## src/rtl/mem_arb.sv

```systemverilog
// -----------------------------------------------------------------------------
// mem_arb -- two-requester arbiter for one shared single-port memory.
//
// Purpose
//   An instruction-fetch port and a data port share one memory. Only one
//   access is in flight at a time. The data side wins when both ask in the
//   same cycle, so the older instruction's load/store goes first. Each
//   requester holds its request until it sees a one-cycle ack. The read data
//   for each side is registered and held between acks.
//
// Optional feature (macro MEM_ARB_TIMEOUT_EN)
//   When the macro is defined, a busy access that gets no mem_ack_i for
//   TO_CYCLES cycles is aborted. The requester is acked with 32'hDEADBEEF and
//   the sticky err_o flag is set. When the macro is undefined, a busy access
//   waits forever and err_o is tied low.
//
// Parameters
//   TO_CYCLES     busy-cycle limit before a timeout abort (1..255)
//
// Ports
//   clk_i         clock; all state changes on the rising edge
//   reset_i       asynchronous, active-high reset
//   if_req_i      fetch read request, held until if_ack_o
//   if_addr_i     fetch byte address
//   if_ack_o      one-cycle fetch completion pulse
//   if_rdata_o    registered fetch data
//   dm_rd_i       data read request, held until dm_ack_o
//   dm_wr_i       data write request, held until dm_ack_o
//   dm_addr_i     data byte address
//   dm_wdata_i    store data
//   dm_ack_o      one-cycle data completion pulse
//   dm_rdata_o    registered load data
//   if_stall_o    fetch request pending and not yet acked
//   dm_stall_o    data request pending and not yet acked
//   mem_req_o     registered memory request
//   mem_we_o      registered memory write enable
//   mem_addr_o    registered memory address
//   mem_wdata_o   registered memory store data
//   mem_ack_i     memory completion; mem_rdata_i is valid in the same cycle
//   mem_rdata_i   memory read data
//   err_o         sticky timeout flag
// -----------------------------------------------------------------------------
module mem_arb #(
  parameter int TO_CYCLES = 15
) (
  input  logic        clk_i,
  input  logic        reset_i,
  input  logic        if_req_i,
  input  logic [31:0] if_addr_i,
  output logic        if_ack_o,
  output logic [31:0] if_rdata_o,
  input  logic        dm_rd_i,
  input  logic        dm_wr_i,
  input  logic [31:0] dm_addr_i,
  input  logic [31:0] dm_wdata_i,
  output logic        dm_ack_o,
  output logic [31:0] dm_rdata_o,
  output logic        if_stall_o,
  output logic        dm_stall_o,
  output logic        mem_req_o,
  output logic        mem_we_o,
  output logic [31:0] mem_addr_o,
  output logic [31:0] mem_wdata_o,
  input  logic        mem_ack_i,
  input  logic [31:0] mem_rdata_i,
  output logic        err_o
);

  // Reject an out-of-range limit at elaboration.
  if (TO_CYCLES < 1 || TO_CYCLES > 255) begin : g_bad_to_cycles
    $error("mem_arb: TO_CYCLES must be in 1..255");
  end

  typedef enum logic [1:0] {
    ST_IDLE    = 2'd0,
    ST_IF_BUSY = 2'd1,
    ST_DM_BUSY = 2'd2
  } state_t;

  state_t      state_q, state_d;
  logic        mem_req_q, mem_req_d;
  logic        mem_we_q, mem_we_d;
  logic [31:0] mem_addr_q, mem_addr_d;
  logic [31:0] mem_wdata_q, mem_wdata_d;
  logic        if_ack_q, if_ack_d;
  logic        dm_ack_q, dm_ack_d;
  logic [31:0] if_rdata_q, if_rdata_d;
  logic [31:0] dm_rdata_q, dm_rdata_d;

  logic        dm_req;
  logic        done;
  logic [31:0] rsp_data;

`ifdef MEM_ARB_TIMEOUT_EN
  localparam logic [7:0] TO_LIM = TO_CYCLES[7:0];
  logic [7:0] cnt_q, cnt_d;
  logic       err_q, err_d;
`endif

  assign dm_req = dm_rd_i | dm_wr_i;

  always_comb begin
    state_d     = state_q;
    mem_req_d   = mem_req_q;
    mem_we_d    = mem_we_q;
    mem_addr_d  = mem_addr_q;
    mem_wdata_d = mem_wdata_q;
    if_ack_d    = 1'b0;
    dm_ack_d    = 1'b0;
    if_rdata_d  = if_rdata_q;
    dm_rdata_d  = dm_rdata_q;
    done        = 1'b0;
    rsp_data    = mem_rdata_i;
`ifdef MEM_ARB_TIMEOUT_EN
    cnt_d       = cnt_q;
    err_d       = err_q;
`endif

    unique case (state_q)
      ST_IDLE: begin
        // A requester whose ack is high this cycle is still holding its
        // request from the finished access; it must not be granted again.
        // The registered ack doubles as that mask. mem_ack_i is ignored here.
        if (dm_req && !dm_ack_q) begin
          state_d     = ST_DM_BUSY;
          mem_req_d   = 1'b1;
          mem_we_d    = dm_wr_i;
          mem_addr_d  = dm_addr_i;
          mem_wdata_d = dm_wdata_i;
`ifdef MEM_ARB_TIMEOUT_EN
          cnt_d       = 8'd0;
`endif
        end else if (if_req_i && !if_ack_q) begin
          state_d     = ST_IF_BUSY;
          mem_req_d   = 1'b1;
          mem_we_d    = 1'b0;
          mem_addr_d  = if_addr_i;
          mem_wdata_d = 32'd0;
`ifdef MEM_ARB_TIMEOUT_EN
          cnt_d       = 8'd0;
`endif
        end
      end

      ST_IF_BUSY, ST_DM_BUSY: begin
        // The access runs to completion even if the requester drops its
        // request; only mem_ack_i (or a timeout) ends it.
        if (mem_ack_i) begin
          done = 1'b1;
        end
`ifdef MEM_ARB_TIMEOUT_EN
        else if (cnt_q + 8'd1 == TO_LIM) begin
          done     = 1'b1;
          rsp_data = 32'hDEAD_BEEF;
          err_d    = 1'b1;
        end else begin
          cnt_d = cnt_q + 8'd1;
        end
`endif
        if (done) begin
          state_d   = ST_IDLE;
          mem_req_d = 1'b0;
          mem_we_d  = 1'b0;
          // Read data is loaded on writes as well; the requester ignores it.
          if (state_q == ST_DM_BUSY) begin
            dm_ack_d   = 1'b1;
            dm_rdata_d = rsp_data;
          end else begin
            if_ack_d   = 1'b1;
            if_rdata_d = rsp_data;
          end
        end
      end

      default: begin
        state_d   = ST_IDLE;
        mem_req_d = 1'b0;
        mem_we_d  = 1'b0;
      end
    endcase
  end

  always_ff @(posedge clk_i or posedge reset_i) begin
    if (reset_i) begin
      state_q     <= ST_IDLE;
      mem_req_q   <= 1'b0;
      mem_we_q    <= 1'b0;
      mem_addr_q  <= 32'd0;
      mem_wdata_q <= 32'd0;
      if_ack_q    <= 1'b0;
      dm_ack_q    <= 1'b0;
      if_rdata_q  <= 32'd0;
      dm_rdata_q  <= 32'd0;
    end else begin
      state_q     <= state_d;
      mem_req_q   <= mem_req_d;
      mem_we_q    <= mem_we_d;
      mem_addr_q  <= mem_addr_d;
      mem_wdata_q <= mem_wdata_d;
      if_ack_q    <= if_ack_d;
      dm_ack_q    <= dm_ack_d;
      if_rdata_q  <= if_rdata_d;
      dm_rdata_q  <= dm_rdata_d;
    end
  end

`ifdef MEM_ARB_TIMEOUT_EN
  always_ff @(posedge clk_i or posedge reset_i) begin
    if (reset_i) begin
      cnt_q <= 8'd0;
      err_q <= 1'b0;
    end else begin
      cnt_q <= cnt_d;
      err_q <= err_d;
    end
  end

  assign err_o = err_q;
`else
  assign err_o = 1'b0;
`endif

  assign if_ack_o    = if_ack_q;
  assign dm_ack_o    = dm_ack_q;
  assign if_rdata_o  = if_rdata_q;
  assign dm_rdata_o  = dm_rdata_q;
  assign mem_req_o   = mem_req_q;
  assign mem_we_o    = mem_we_q;
  assign mem_addr_o  = mem_addr_q;
  assign mem_wdata_o = mem_wdata_q;

  // Stall flags follow the live request so the pipeline can hold in the
  // same cycle it raises a request.
  assign if_stall_o = if_req_i & ~if_ack_q;
  assign dm_stall_o = dm_req & ~dm_ack_q;

endmodule
```

## config.mk

```make
export PLATFORM = sky130hd
export DESIGN_NAME = mem_arb
export DESIGN_NICKNAME = d
export VERILOG_FILES = /design/src/rtl/mem_arb.sv
export SDC_FILE = /design/constraint.sdc
export NUM_CORES = 1
export LEC_CHECK = 0
export ABC_CLOCK_PERIOD_IN_PS = 10600
export CORE_MARGIN = 2
export CORE_UTILIZATION = 43
export CTS_CLUSTER_SIZE = 10
export DETAILED_ROUTE_END_ITERATION = 8
export GPL_ROUTABILITY_DRIVEN = 0
export PLACE_DENSITY = 0.86
export SLEW_MARGIN = 10
export SYNTH_ARGS = -nofsm -noshare
export SYNTH_HDL_FRONTEND = slang
export SYNTH_SLANG_ARGS = --single-unit
```

## constraint.sdc

```tcl
create_clock -name clk_i -period 10.6 [get_ports clk_i]
set_clock_uncertainty 0.2 [all_clocks]
set_input_delay 2.12 -clock clk_i [delete_from_list [all_inputs] [get_ports clk_i]]
set_output_delay 2.12 -clock clk_i [all_outputs]
set_load 0.005 [all_outputs]
```

==> results of run 1 <==
==> worst paths after layout <==
check                           cells after the start  slack [ns]              to
worst max-delay path                                4        4.46      dm_stall_o
worst min register to register                      1        0.29       mem_req_o
worst max register to register                      5        7.77  mem_addr_o[22]
max in group asynchronous                           3        6.93  mem_addr_o[15]
worst min-delay path                                1        0.29       mem_req_o
min in group asynchronous                           2        1.95  if_rdata_o[19]
==> layer usage <==
metal	global-route usage (%)	vias to the layer above	routed length, um
met1	26.0	2072	5840
met3	8.42	39	1280
li1	-	1856	-
met5	0	-	0
met2	40.4	205	7720
met4	11.5	0	505
==> state kept, by name, summed over array words and instances, names as in the netlist <==
register and cells:
mem_addr_o 32, state_q 2, mem_wdata_o 32, mem_req_o 1, if_ack_o 1, dm_rdata_o 32
if_rdata_o 32, dm_ack_o 1, mem_we_o 1
==> power by group <==
part	switching, mW	leakage [nW]	internal [mW]
logic	0.416	1.70	0.736
registers	0.139	1.58	0.765
clock network	0.211	0.292	0.376
==> cell usage in the layout (no fill, tap or decap) <==
master	Yosys	layout
sky130_fd_sc_hd__a21oi_1	3	3
sky130_fd_sc_hd__a22o_1	32	32
sky130_fd_sc_hd__a22oi_1	1	1
sky130_fd_sc_hd__buf_4	1	5
sky130_fd_sc_hd__bufinv_16	0	2
sky130_fd_sc_hd__clkbuf_1	8	2
sky130_fd_sc_hd__clkbuf_16	0	17
sky130_fd_sc_hd__clkbuf_8	0	5
sky130_fd_sc_hd__clkdlybuf4s50_1	0	267
sky130_fd_sc_hd__clkinv_2	0	4
sky130_fd_sc_hd__clkinvlp_4	0	2
sky130_fd_sc_hd__conb_1	1	1
sky130_fd_sc_hd__dfrtp_1	134	134
sky130_fd_sc_hd__ha_1	2	2
sky130_fd_sc_hd__inv_1	7	6
sky130_fd_sc_hd__inv_2	1	1
sky130_fd_sc_hd__inv_6	0	1
sky130_fd_sc_hd__mux2_2	64	64
sky130_fd_sc_hd__nand2_1	3	3
sky130_fd_sc_hd__nand2b_1	2	2
sky130_fd_sc_hd__nand3_1	1	1
sky130_fd_sc_hd__nand3b_1	2	2
sky130_fd_sc_hd__nand4_1	2	2
sky130_fd_sc_hd__nor2_1	2	1
sky130_fd_sc_hd__nor2_2	0	1
sky130_fd_sc_hd__nor2b_1	1	1
sky130_fd_sc_hd__o21ai_2	0	1
sky130_fd_sc_hd__o21ai_4	0	1
sky130_fd_sc_hd__o21bai_4	1	1
sky130_fd_sc_hd__o221a_2	32	32
sky130_fd_sc_hd__o22a_1	1	1
sky130_fd_sc_hd__o22ai_1	1	1
sky130_fd_sc_hd__or3_1	32	32
==> kinds of logic after synthesis <==
| kind of cell | after synthesis | share of synthesized area, % |
|---|---|---|
| flip-flops | 134 | 64.1 |
| AO/OA/AOI/OAI | 73 | 13.5 |
| multiplexers | 64 | 13.8 |
| AND/OR/NAND/NOR | 45 | 5.16 |
| buffers and inverters | 34 | 2.92 |
| adder cells (fa/ha/maj) | 2 | 0.478 |
| other | 1 | 0.0717 |
==> cell type report <==
cell class / count / area [um^2] / area share [%]
Clock buffer: 24 / 502 / 5.82
Clock inverter: 8 / 95.1 / 1.10
Inverter: 8 / 35.0 / 0.406
Multi-Input combinational cell: 185 / 1740 / 20.2
Sequential cell: 134 / 3350 / 38.9
Tap cell: 147 / 184 / 2.13
Timing Repair Buffer: 272 / 2710 / 31.4
==> reports/metrics.json, run 1 <==
{
  "totalNegativeSetupSlack": {"value": 0, "unit": "ns"},
  "hold_slack": {"value": 0.289, "unit": "ns"},
  "post_cts_buffers": {"value": 0},
  "finalCoreUtilization": {"value": 72.1, "unit": "%"},
  "globalRouteOverflowTotal": {"value": 0},
  "share_of_cells_above_drive_strength_1": {"value": 21.7, "unit": "%"},
  "antenna_violating_nets_post_route": {"value": 0},
  "ys.flop_type": {"value": "sky130_fd_sc_hd__dfrtp_1"},
  "fill_count": {"value": 784},
  "antenna_found_initial": {"value": 0},
  "floorplan.core_area": {"value": 0.0120, "unit": "mm^2"},
  "synth_seq_area_share": {"value": 64.1, "unit": "%"},
  "synth_edf_count": {"value": 0},
  "effective_utilization_at_floorplan": {"value": 43.7, "unit": "%"},
  "cts-resized-gates": {"value": 0},
  "timing.final.max_slew_violations": {"value": 0},
  "timing_hold_violations_final": {"value": 0},
  "finalCritPeriodShare": {"value": 57.9, "unit": "%"},
  "design_area": {"value": 0.00862, "unit": "mm^2"},
  "maxSlewHeadroom": {"value": 26.5, "unit": "%"},
  "routedWlPerCell": {"value": 19.7, "unit": "um"},
  "cts.hold.buffers_added": {"value": 0},
  "post_synth_instance_area": {"value": 0.00523, "unit": "mm^2"},
  "p_total": {"value": 2.64, "unit": "mW"},
  "layout_area_overhead": {"value": 64.8, "unit": "%"},
  "io_pins": {"value": 269},
  "nNetsFinal": {"value": 754},
  "clock_tree_from_tritoncts": {"value": "yes"},
  "synth_warnings": {"value": 0},
  "via_count_of_the_first_global_routing_pass": {"value": 4547},
  "fmaxAchievable": {"value": 163, "unit": "MHz"},
  "crit_slowest_cell": {"value": "sky130_fd_sc_hd__clkdlybuf4s50_1"},
  "cp-start-kind": {"value": "primary input"},
  "vias": {"value": 4172},
  "synth_most_common_cell": {"value": "sky130_fd_sc_hd__dfrtp_1"},
  "worst_path_buf_inv": {"value": 3},
  "cts.root.buffer_cell": {"value": "sky130_fd_sc_hd__clkbuf_16"},
  "port_buffers": {"value": 267},
  "number_of_max_capacitance_violations_reported": {"value": 0},
  "yosys.cell_types.count": {"value": 25},
  "clkSlewWorstSetupHoldPaths": {"value": 0.06, "unit": "ns"},
  "critical_path_class": {"value": "in2out"},
  "route.detailed.vias_per_inst": {"value": 5.36},
  "critPathRequiredTime": {"value": 8.28, "unit": "ns"},
  "clk-insertion-delay-late": {"value": 0.41, "unit": "ns"},
  "route.final.wire_length": {"value": 15.3, "unit": "mm"},
  "crit-reg2reg-launch": {"value": "state_q[1]"},
  "synth_top_area_share": {"value": 64.1, "unit": "%"},
  "worst_pin_slew": {"value": 1.10, "unit": "ns"},
  "synth.area.top_cells": {"value": "sky130_fd_sc_hd__dfrtp_1, sky130_fd_sc_hd__mux2_2, sky130_fd_sc_hd__o221a_2"},
  "cts_inserted_buffers": {"value": 17},
  "run_status": {"value": "completed"},
  "worstHoldPathType": {"value": "reg2reg"},
  "grt_start_max_net_pins": {"value": 71},
  "setup_violations": {"value": 0},
  "post_layout_nonfiller_instances": {"value": 778},
  "die_area": {"value": 0.0131, "unit": "mm^2"},
  "overall_routing_resource_usage": {"value": 23.6, "unit": "%"},
  "yosys-top-cells-count": {"value": "sky130_fd_sc_hd__dfrtp_1, sky130_fd_sc_hd__mux2_2, sky130_fd_sc_hd__a22o_1, sky130_fd_sc_hd__o221a_2, sky130_fd_sc_hd__or3_1"},
  "post-route-min-period": {"value": 6.14, "unit": "ns"},
  "least_setup_slack_across_all_paths_after_layout": {"value": 4.46, "unit": "ns"},
  "cts.path.max_buffers": {"value": 2},
  "arrival": {"value": 3.82, "unit": "ns"},
  "place_area": {"value": 0.00802, "unit": "mm^2"},
  "cts_max_level": {"value": 4},
  "syn_nets": {"value": 489},
  "power.density": {"value": 306, "unit": "mW/mm^2"},
  "postSynthCellCount": {"value": 353},
  "drt_iter0_drc": {"value": 283},
  "insertedDiodeCount": {"value": 0},
  "first_pass_iters": {"value": 4},
  "synth_area_leader_cell": {"value": "sky130_fd_sc_hd__dfrtp_1"},
  "rsz0062_at_grt": {"value": "false"},
  "grt_first_pass_wirelength": {"value": 23.6, "unit": "mm"},
  "critical_path.most_common_cell": {"value": "sky130_fd_sc_hd__clkdlybuf4s50_1"},
  "leakagePower": {"value": 3.57, "unit": "nW"},
  "vdd_ir_drop_max": {"value": 0.000165, "unit": "V"},
  "fp-row-count": {"value": 40},
  "dp_cells": {"value": 746},
  "syn_avg_cell_area": {"value": 14.8, "unit": "um^2"},
  "die_height": {"value": 114, "unit": "um"},
  "critPathMaxStageDelay": {"value": 0.60, "unit": "ns"},
  "dp_hpwl": {"value": 10.8, "unit": "mm"},
  "critical_path.endpoint_type": {"value": "output port"},
  "fp.dieW": {"value": 114, "unit": "um"},
  "post-place-ws": {"value": 4.50, "unit": "ns"},
  "postSynthRegisterBits": {"value": 134},
  "cell_chain_of_the_critical_path": {"value": "clkdlybuf4s50_1 > o21bai_4 > inv_2 > clkdlybuf4s50_1"},
  "clkSinkCount": {"value": 134},
  "route.detailed.drc": {"value": 0},
  "critical_path.top_delay_family": {"value": "buffers and inverters"},
  "worstSetupStartpoint": {"value": "dm_wr_i"},
  "min-delay-start": {"value": "mem_req_o"},
  "proportion_of_register_bits_with_asynchronous_set_or_reset_after_synthesis": {"value": 100, "unit": "%"},
  "critPathMaxFanout": {"value": 37}
}
Power figures use the tool's default switching activity.
==> run 2, diff against run 1 <==
Settings changed: ABC_CLOCK_PERIOD_IN_PS 10600 to 5300, CORE_UTILIZATION 43 to 36, PLACE_DENSITY 0.86 to 0.77.
Clock period 10.6 ns to 5.3 ns, I/O delays scaled along.
==> reports/metrics.json, run 2 (synthesis gave the netlist of run 1 again) <==
{
  "antenna_found_initial": {"value": 0, "change": "unchanged"},
  "floorplan.core_area": {"value": 0.0144, "unit": "mm^2", "change": "+20%"},
  "drt_iter0_drc": {"value": 165, "change": "-42%"},
  "setup_violations": {"value": 0, "change": "unchanged"},
  "critical_path.most_common_cell": {"value": "sky130_fd_sc_hd__clkdlybuf4s50_1"},
  "effective_utilization_at_floorplan": {"value": 36.4, "unit": "%", "change": "-7.3 points"},
  "cts_max_level": {"value": 4, "change": "unchanged"},
  "cell_chain_of_the_critical_path": {"value": "clkdlybuf4s50_1 > o21bai_4 > inv_2 > clkdlybuf4s50_1"},
  "cts_inserted_buffers": {"value": 17, "change": "unchanged"},
  "die_height": {"value": 125, "unit": "um", "change": "+9.0%"},
  "totalNegativeSetupSlack": {"value": 0, "unit": "ns", "change": "unchanged"},
  "cts-resized-gates": {"value": 0, "change": "unchanged"},
  "clk-insertion-delay-late": {"value": 0.41, "unit": "ns", "change": "about the same"},
  "critical_path_class": {"value": "in2out"},
  "finalCritPeriodShare": {"value": 77.0, "unit": "%"},
  "grt_start_max_net_pins": {"value": 73, "change": "+2.8%"},
  "globalRouteOverflowTotal": {"value": 0, "change": "unchanged"},
  "critical_path.top_delay_family": {"value": "buffers and inverters"},
  "grt_first_pass_wirelength": {"value": 24.5, "unit": "mm", "change": "+3.9%"},
  "fmaxAchievable": {"value": 245, "unit": "MHz"},
  "clkSinkCount": {"value": 134, "change": "unchanged"},
  "post-route-min-period": {"value": 4.08, "unit": "ns"},
  "cp-start-kind": {"value": "primary input"},
  "critical_path.endpoint_type": {"value": "output port"},
  "leakagePower": {"value": 3.55, "unit": "nW", "change": "-0.57%"},
  "run_status": {"value": "completed"},
  "first_pass_iters": {"value": 4, "change": "unchanged"},
  "post-place-ws": {"value": 1.31, "unit": "ns", "change": "-3.19 ns"},
  "via_count_of_the_first_global_routing_pass": {"value": 4566, "change": "+0.42%"},
  "route.detailed.vias_per_inst": {"value": 5.11, "change": "-4.8%"},
  "crit_slowest_cell": {"value": "sky130_fd_sc_hd__clkdlybuf4s50_1"},
  "port_buffers": {"value": 267, "change": "unchanged"},
  "die_area": {"value": 0.0155, "unit": "mm^2", "change": "+19%"},
  "cts.path.max_buffers": {"value": 2, "change": "unchanged"},
  "route.final.wire_length": {"value": 15.4, "unit": "mm", "change": "+0.57%"},
  "overall_routing_resource_usage": {"value": 20.2, "unit": "%", "change": "-3.4 points"},
  "timing.final.max_slew_violations": {"value": 0, "change": "unchanged"},
  "multi_input_area": {"value": 0.00176, "unit": "mm^2", "change": "+0.72%"},
  "routedWlPerCell": {"value": 19.0, "unit": "um", "change": "-3.6%"},
  "fill_count": {"value": 1117, "change": "+42%"},
  "register_area": {"value": 0.00335, "unit": "mm^2", "change": "unchanged"},
  "most_common_cell_after_layout_fill_and_taps_aside": {"value": "sky130_fd_sc_hd__clkdlybuf4s50_1"},
  "antenna_violating_nets_post_route": {"value": 0, "change": "unchanged"},
  "share_of_cells_above_drive_strength_1": {"value": 21.3, "unit": "%", "change": "-0.37 points"},
  "least_setup_slack_across_all_paths_after_layout": {"value": 1.22, "unit": "ns", "change": "-3.24 ns"},
  "nNetsFinal": {"value": 752, "change": "-0.27%"},
  "vdd_ir_drop_max": {"value": 0.000321, "unit": "V", "change": "+94%"},
  "critPathMaxStageDelay": {"value": 0.61, "unit": "ns", "change": "about the same"},
  "p_total": {"value": 5.21, "unit": "mW", "change": "+97%"},
  "cts.root.buffer_cell": {"value": "sky130_fd_sc_hd__clkbuf_16"},
  "fp.dieW": {"value": 125, "unit": "um", "change": "+9.0%"},
  "route.detailed.drc": {"value": 0, "change": "unchanged"},
  "insertedDiodeCount": {"value": 0, "change": "unchanged"},
  "clock_tree_from_tritoncts": {"value": "yes"},
  "arrival": {"value": 2.82, "unit": "ns", "change": "-1.00 ns"},
  "maxSlewHeadroom": {"value": 23.5, "unit": "%", "change": "-3.0 points"},
  "final_cell_mix": {"value": "sky130_fd_sc_hd__clkdlybuf4s50_1, sky130_fd_sc_hd__dfrtp_1, sky130_fd_sc_hd__mux2_2"},
  "vias": {"value": 4147, "change": "-0.60%"},
  "post_cts_buffers": {"value": 0, "change": "unchanged"},
  "rsz0062_at_grt": {"value": "false"},
  "critPathRequiredTime": {"value": 4.04, "unit": "ns", "change": "-4.24 ns"},
  "io_pins": {"value": 269, "change": "unchanged"},
  "worst_pin_slew": {"value": 1.14, "unit": "ns", "change": "+0.0446 ns"},
  "layout_area_overhead": {"value": 65.2, "unit": "%"},
  "critPathMaxFanout": {"value": 37, "change": "unchanged"},
  "number_of_max_capacitance_violations_reported": {"value": 0, "change": "unchanged"},
  "power.density": {"value": 603, "unit": "mW/mm^2", "change": "+97%"},
  "worst_path_buf_inv": {"value": 3, "change": "unchanged"},
  "clkSlewWorstSetupHoldPaths": {"value": 0.05, "unit": "ns", "change": "about the same"},
  "fp-row-count": {"value": 44, "change": "+10%"},
  "dp_hpwl": {"value": 10.8, "unit": "mm", "change": "+0.41%"},
  "worstHoldPathType": {"value": "reg2reg"},
  "timing_hold_violations_final": {"value": 0, "change": "unchanged"},
  "cts.hold.buffers_added": {"value": 0, "change": "unchanged"}
}
run 2: cell count changes in the layout (fill, tap and decap cells not counted):
cell | before | now
sky130_fd_sc_hd__bufinv_16 | 2 | 1
sky130_fd_sc_hd__clkbuf_8 | 5 | 4
sky130_fd_sc_hd__buf_4 | 5 | 2
sky130_fd_sc_hd__buf_12 | 0 | 1
sky130_fd_sc_hd__clkinv_4 | 0 | 1
sky130_fd_sc_hd__inv_6 | 1 | 0
sky130_fd_sc_hd__nor2_4 | 0 | 1
sky130_fd_sc_hd__o21ai_2 | 1 | 0
sky130_fd_sc_hd__o21ai_4 | 1 | 2
sky130_fd_sc_hd__inv_4 | 0 | 1
sky130_fd_sc_hd__nor2_2 | 1 | 0
run 2: worst register-to-register path, cell delays in order (launching register included):
cell,delay [ns]
sky130_fd_sc_hd__dfrtp_1,0.40
sky130_fd_sc_hd__inv_1,0.08
sky130_fd_sc_hd__ha_1,0.36
sky130_fd_sc_hd__nand3b_1,0.76
sky130_fd_sc_hd__o21ai_4,0.68
sky130_fd_sc_hd__o221a_2,0.35
run 2: cell type report:
class / count / share of cell area, %
repair buffers: 270 / 31.3
inverters: 8 / 0.376
clock inverters: 8 / 0.854
well taps: 184 / 2.66
clock buffers: 23 / 5.65
flip-flops and latches: 134 / 38.8
multi-input cells: 185 / 20.3
run 2: where the power goes:
group	total (mW)	switching (mW)	leakage (nW)	internal, mW
logic	2.29	0.824	1.70	1.47
clock network	1.11	0.419	0.275	0.689
registers	1.81	0.281	1.58	1.53
total	5.21	1.53	3.55	3.69
run 2: metal layers:
| layer | up-vias | part of all wire, % | track usage, % |
|---|---|---|---|
| met2 | 179 | 51 | 34.9 |
| met5 | - | 0 | 0 |
| met1 | 2100 | 39 | 22.7 |
| li1 | 1852 | - | - |
| met3 | 16 | 8.7 | 8.16 |
| met4 | 0 | 1.6 | 6.68 |
run 2: final timing paths:
check	startpoint	end	slack (ns)	depth (start not counted)
min in group asynchronous	reset_i	mem_wdata_o[6]	0.94	2
max reg2reg	state_q[1]	mem_addr_o[18]	2.40	5
min reg2reg	mem_wdata_o[0]	mem_wdata_o[0]	0.30	1
min	mem_wdata_o[0]	mem_wdata_o[0]	0.30	1
max	dm_wr_i	dm_stall_o	1.22	4
max in group asynchronous	reset_i	mem_wdata_o[15]	3.05	3
run 2: through the flow:
step	hold slack [ns]	area [um^2]	instances	util (%)
global placement	0.284	8060	781	56.1
floorplan	0.262	5230	353	-
detailed placement	0.284	8060	781	56.1
global route	0.317	8640	812	60.1
CTS	0.302	8620	812	60.0
finish	0.296	8640	812	60.1
==> run 3, diff against run 2 <==
Settings changed: ABC_CLOCK_PERIOD_IN_PS 5300 to 4000, CORE_UTILIZATION 36 to 40, PLACE_DENSITY 0.77 to 0.81.
Clock period 5.3 ns to 4 ns, I/O delays scaled along.
==> reports/metrics.json, run 3 (synthesis gave the netlist of run 1 again) <==
{
  "run_status": {"value": "completed"},
  "dp_hpwl": {"value": 11.0, "unit": "mm", "change": "+1.4%"},
  "post-route-min-period": {"value": 3.02, "unit": "ns"},
  "vdd_ir_drop_max": {"value": 0.000513, "unit": "V", "change": "+60%"},
  "grt_start_max_net_pins": {"value": 135, "change": "+85%"},
  "cts_max_level": {"value": 4, "change": "unchanged"},
  "vias": {"value": 4147, "change": "unchanged"},
  "post-place-ws": {"value": 0.978, "unit": "ns", "change": "-0.332 ns"},
  "routedWlPerCell": {"value": 19.2, "unit": "um", "change": "+0.87%"},
  "globalRouteOverflowTotal": {"value": 0, "change": "unchanged"},
  "fmaxAchievable": {"value": 331, "unit": "MHz"},
  "clkSinkCount": {"value": 134, "change": "unchanged"},
  "multi_input_area": {"value": 0.00174, "unit": "mm^2", "change": "-1.1%"},
  "antenna_found_initial": {"value": 0, "change": "unchanged"},
  "hold_slack": {"value": 0.300, "unit": "ns", "change": "+0.00383 ns"},
  "most_common_cell_after_layout_fill_and_taps_aside": {"value": "sky130_fd_sc_hd__clkdlybuf4s50_1"},
  "via_count_of_the_first_global_routing_pass": {"value": 4536, "change": "-0.66%"},
  "antenna_violating_nets_post_route": {"value": 0, "change": "unchanged"},
  "critPathRequiredTime": {"value": 3.00, "unit": "ns", "change": "-1.04 ns"},
  "share_of_cells_above_drive_strength_1": {"value": 22.5, "unit": "%", "change": "+1.2 points"},
  "die_area": {"value": 0.0140, "unit": "mm^2", "change": "-9.7%"},
  "rsz0062_at_grt": {"value": "false"},
  "timing.final.max_slew_violations": {"value": 0, "change": "unchanged"},
  "timing_hold_violations_final": {"value": 0, "change": "unchanged"},
  "totalNegativeSetupSlack": {"value": 0, "unit": "ns", "change": "unchanged"},
  "worst_pin_slew": {"value": 0.696, "unit": "ns", "change": "-0.448 ns"},
  "clock_tree_from_tritoncts": {"value": "yes"},
  "cts.hold.buffers_added": {"value": 0, "change": "unchanged"},
  "die_height": {"value": 118, "unit": "um", "change": "-5.0%"},
  "nNetsFinal": {"value": 758, "change": "+0.80%"},
  "first_pass_iters": {"value": 4, "change": "unchanged"},
  "route.final.wire_length": {"value": 15.5, "unit": "mm", "change": "+0.25%"},
  "rr_worst_depth": {"value": 6, "change": "+1"},
  "grt_first_pass_wirelength": {"value": 24.7, "unit": "mm", "change": "+0.82%"},
  "power.density": {"value": 808, "unit": "mW/mm^2", "change": "+34%"},
  "fp.dieW": {"value": 118, "unit": "um", "change": "-5.0%"},
  "clk-insertion-delay-late": {"value": 0.40, "unit": "ns", "change": "about the same"},
  "effective_utilization_at_floorplan": {"value": 41.3, "unit": "%", "change": "+4.9 points"},
  "io_pins": {"value": 269, "change": "unchanged"},
  "route.detailed.drc": {"value": 0, "change": "unchanged"},
  "route.detailed.vias_per_inst": {"value": 5.14, "change": "+0.62%"},
  "register_area": {"value": 0.00335, "unit": "mm^2", "change": "unchanged"},
  "layout_area_overhead": {"value": 66.1, "unit": "%"},
  "number_of_max_capacitance_violations_reported": {"value": 0, "change": "unchanged"},
  "setup_violations": {"value": 0, "change": "unchanged"},
  "post_cts_buffers": {"value": 0, "change": "unchanged"},
  "arrival": {"value": 2.02, "unit": "ns", "change": "-0.80 ns"},
  "cts.root.buffer_cell": {"value": "sky130_fd_sc_hd__clkbuf_16"},
  "fp-row-count": {"value": 41, "change": "-6.8%"},
  "insertedDiodeCount": {"value": 0, "change": "unchanged"},
  "critical_path_class": {"value": "in2out"},
  "overall_routing_resource_usage": {"value": 22.5, "unit": "%", "change": "+2.4 points"},
  "fill_count": {"value": 931, "change": "-17%"},
  "cts-resized-gates": {"value": 0, "change": "unchanged"},
  "finalCritPeriodShare": {"value": 75.6, "unit": "%"},
  "maxSlewHeadroom": {"value": 53.6, "unit": "%", "change": "+30 points"},
  "drt_iter0_drc": {"value": 191, "change": "+16%"},
  "critical_path.endpoint_type": {"value": "output port"},
  "clkSlewWorstSetupHoldPaths": {"value": 0.06, "unit": "ns", "change": "about the same"},
  "final_cell_mix": {"value": "sky130_fd_sc_hd__clkdlybuf4s50_1, sky130_fd_sc_hd__dfrtp_1, sky130_fd_sc_hd__mux2_2"},
  "leakagePower": {"value": 3.58, "unit": "nW", "change": "+0.92%"},
  "critPathMaxFanout": {"value": 4, "change": "-89%"},
  "floorplan.core_area": {"value": 0.0127, "unit": "mm^2", "change": "-12%"},
  "cts.path.max_buffers": {"value": 2, "change": "unchanged"},
  "cts_inserted_buffers": {"value": 17, "change": "unchanged"},
  "cp-start-kind": {"value": "primary input"},
  "least_setup_slack_across_all_paths_after_layout": {"value": 0.975, "unit": "ns", "change": "-0.245 ns"},
  "port_buffers": {"value": 267, "change": "unchanged"},
  "holdPathStages": {"value": 1, "change": "unchanged"},
  "worstHoldPathType": {"value": "reg2reg"}
}
==> run 3: layout make-up <==
type	instances	area share (%)
clock buffer	19	5.21
inverter	8	0.389
timing repair buffer	276	31.7
multi-input combinational	185	20.0
clock inverter	13	1.67
tap	172	2.48
sequential	134	38.6
==> run 3: per-layer routing <==
metal	share of wire (%)	GRT usage (%)
met4	2.1	8.26
met2	51	38.6
met5	0	0
met3	10	10.0
met1	37	24.7
==> run 3: final timing paths <==
kind | start | end | slack (ns)
setup reg to reg | state_q[1] | mem_addr_o[16] | 1.86
setup / recovery | if_req_i | if_stall_o | 0.98
hold / removal | mem_wdata_o[29] | mem_wdata_o[29] | 0.30
min in group asynchronous | reset_i | mem_wdata_o[2] | 0.78
hold reg to reg | mem_wdata_o[29] | mem_wdata_o[29] | 0.30
max in group asynchronous | reset_i | dm_rdata_o[29] | 2.34
==> run 3: through the flow <==
step	utilization, %	instances	instance area, um^2	power, mW
2_1_floorplan	-	353	5240	3.66
3_3_place_gp	63.9	775	8090	5.39
3_5_place_dp	63.9	775	8090	5.50
4_1_cts	68.6	807	8690	7.10
5_1_grt	68.6	807	8690	7.41
6_report	68.6	807	8690	7.02
==> run 3: critical path, cell delays in order <==
cell and delay [ns]:
sky130_fd_sc_hd__clkdlybuf4s50_1 0.48, sky130_fd_sc_hd__nand2b_1 0.10, sky130_fd_sc_hd__inv_1 0.12, sky130_fd_sc_hd__clkdlybuf4s50_1 0.52
==> run 3: power by group <==
part / internal, mW / switching [mW] / total, mW / leakage [nW]
sequential: 2.03 / 0.356 / 2.38 / 1.58
clock: 0.958 / 0.593 / 1.55 / 0.287
combinational: 1.97 / 1.12 / 3.09 / 1.72
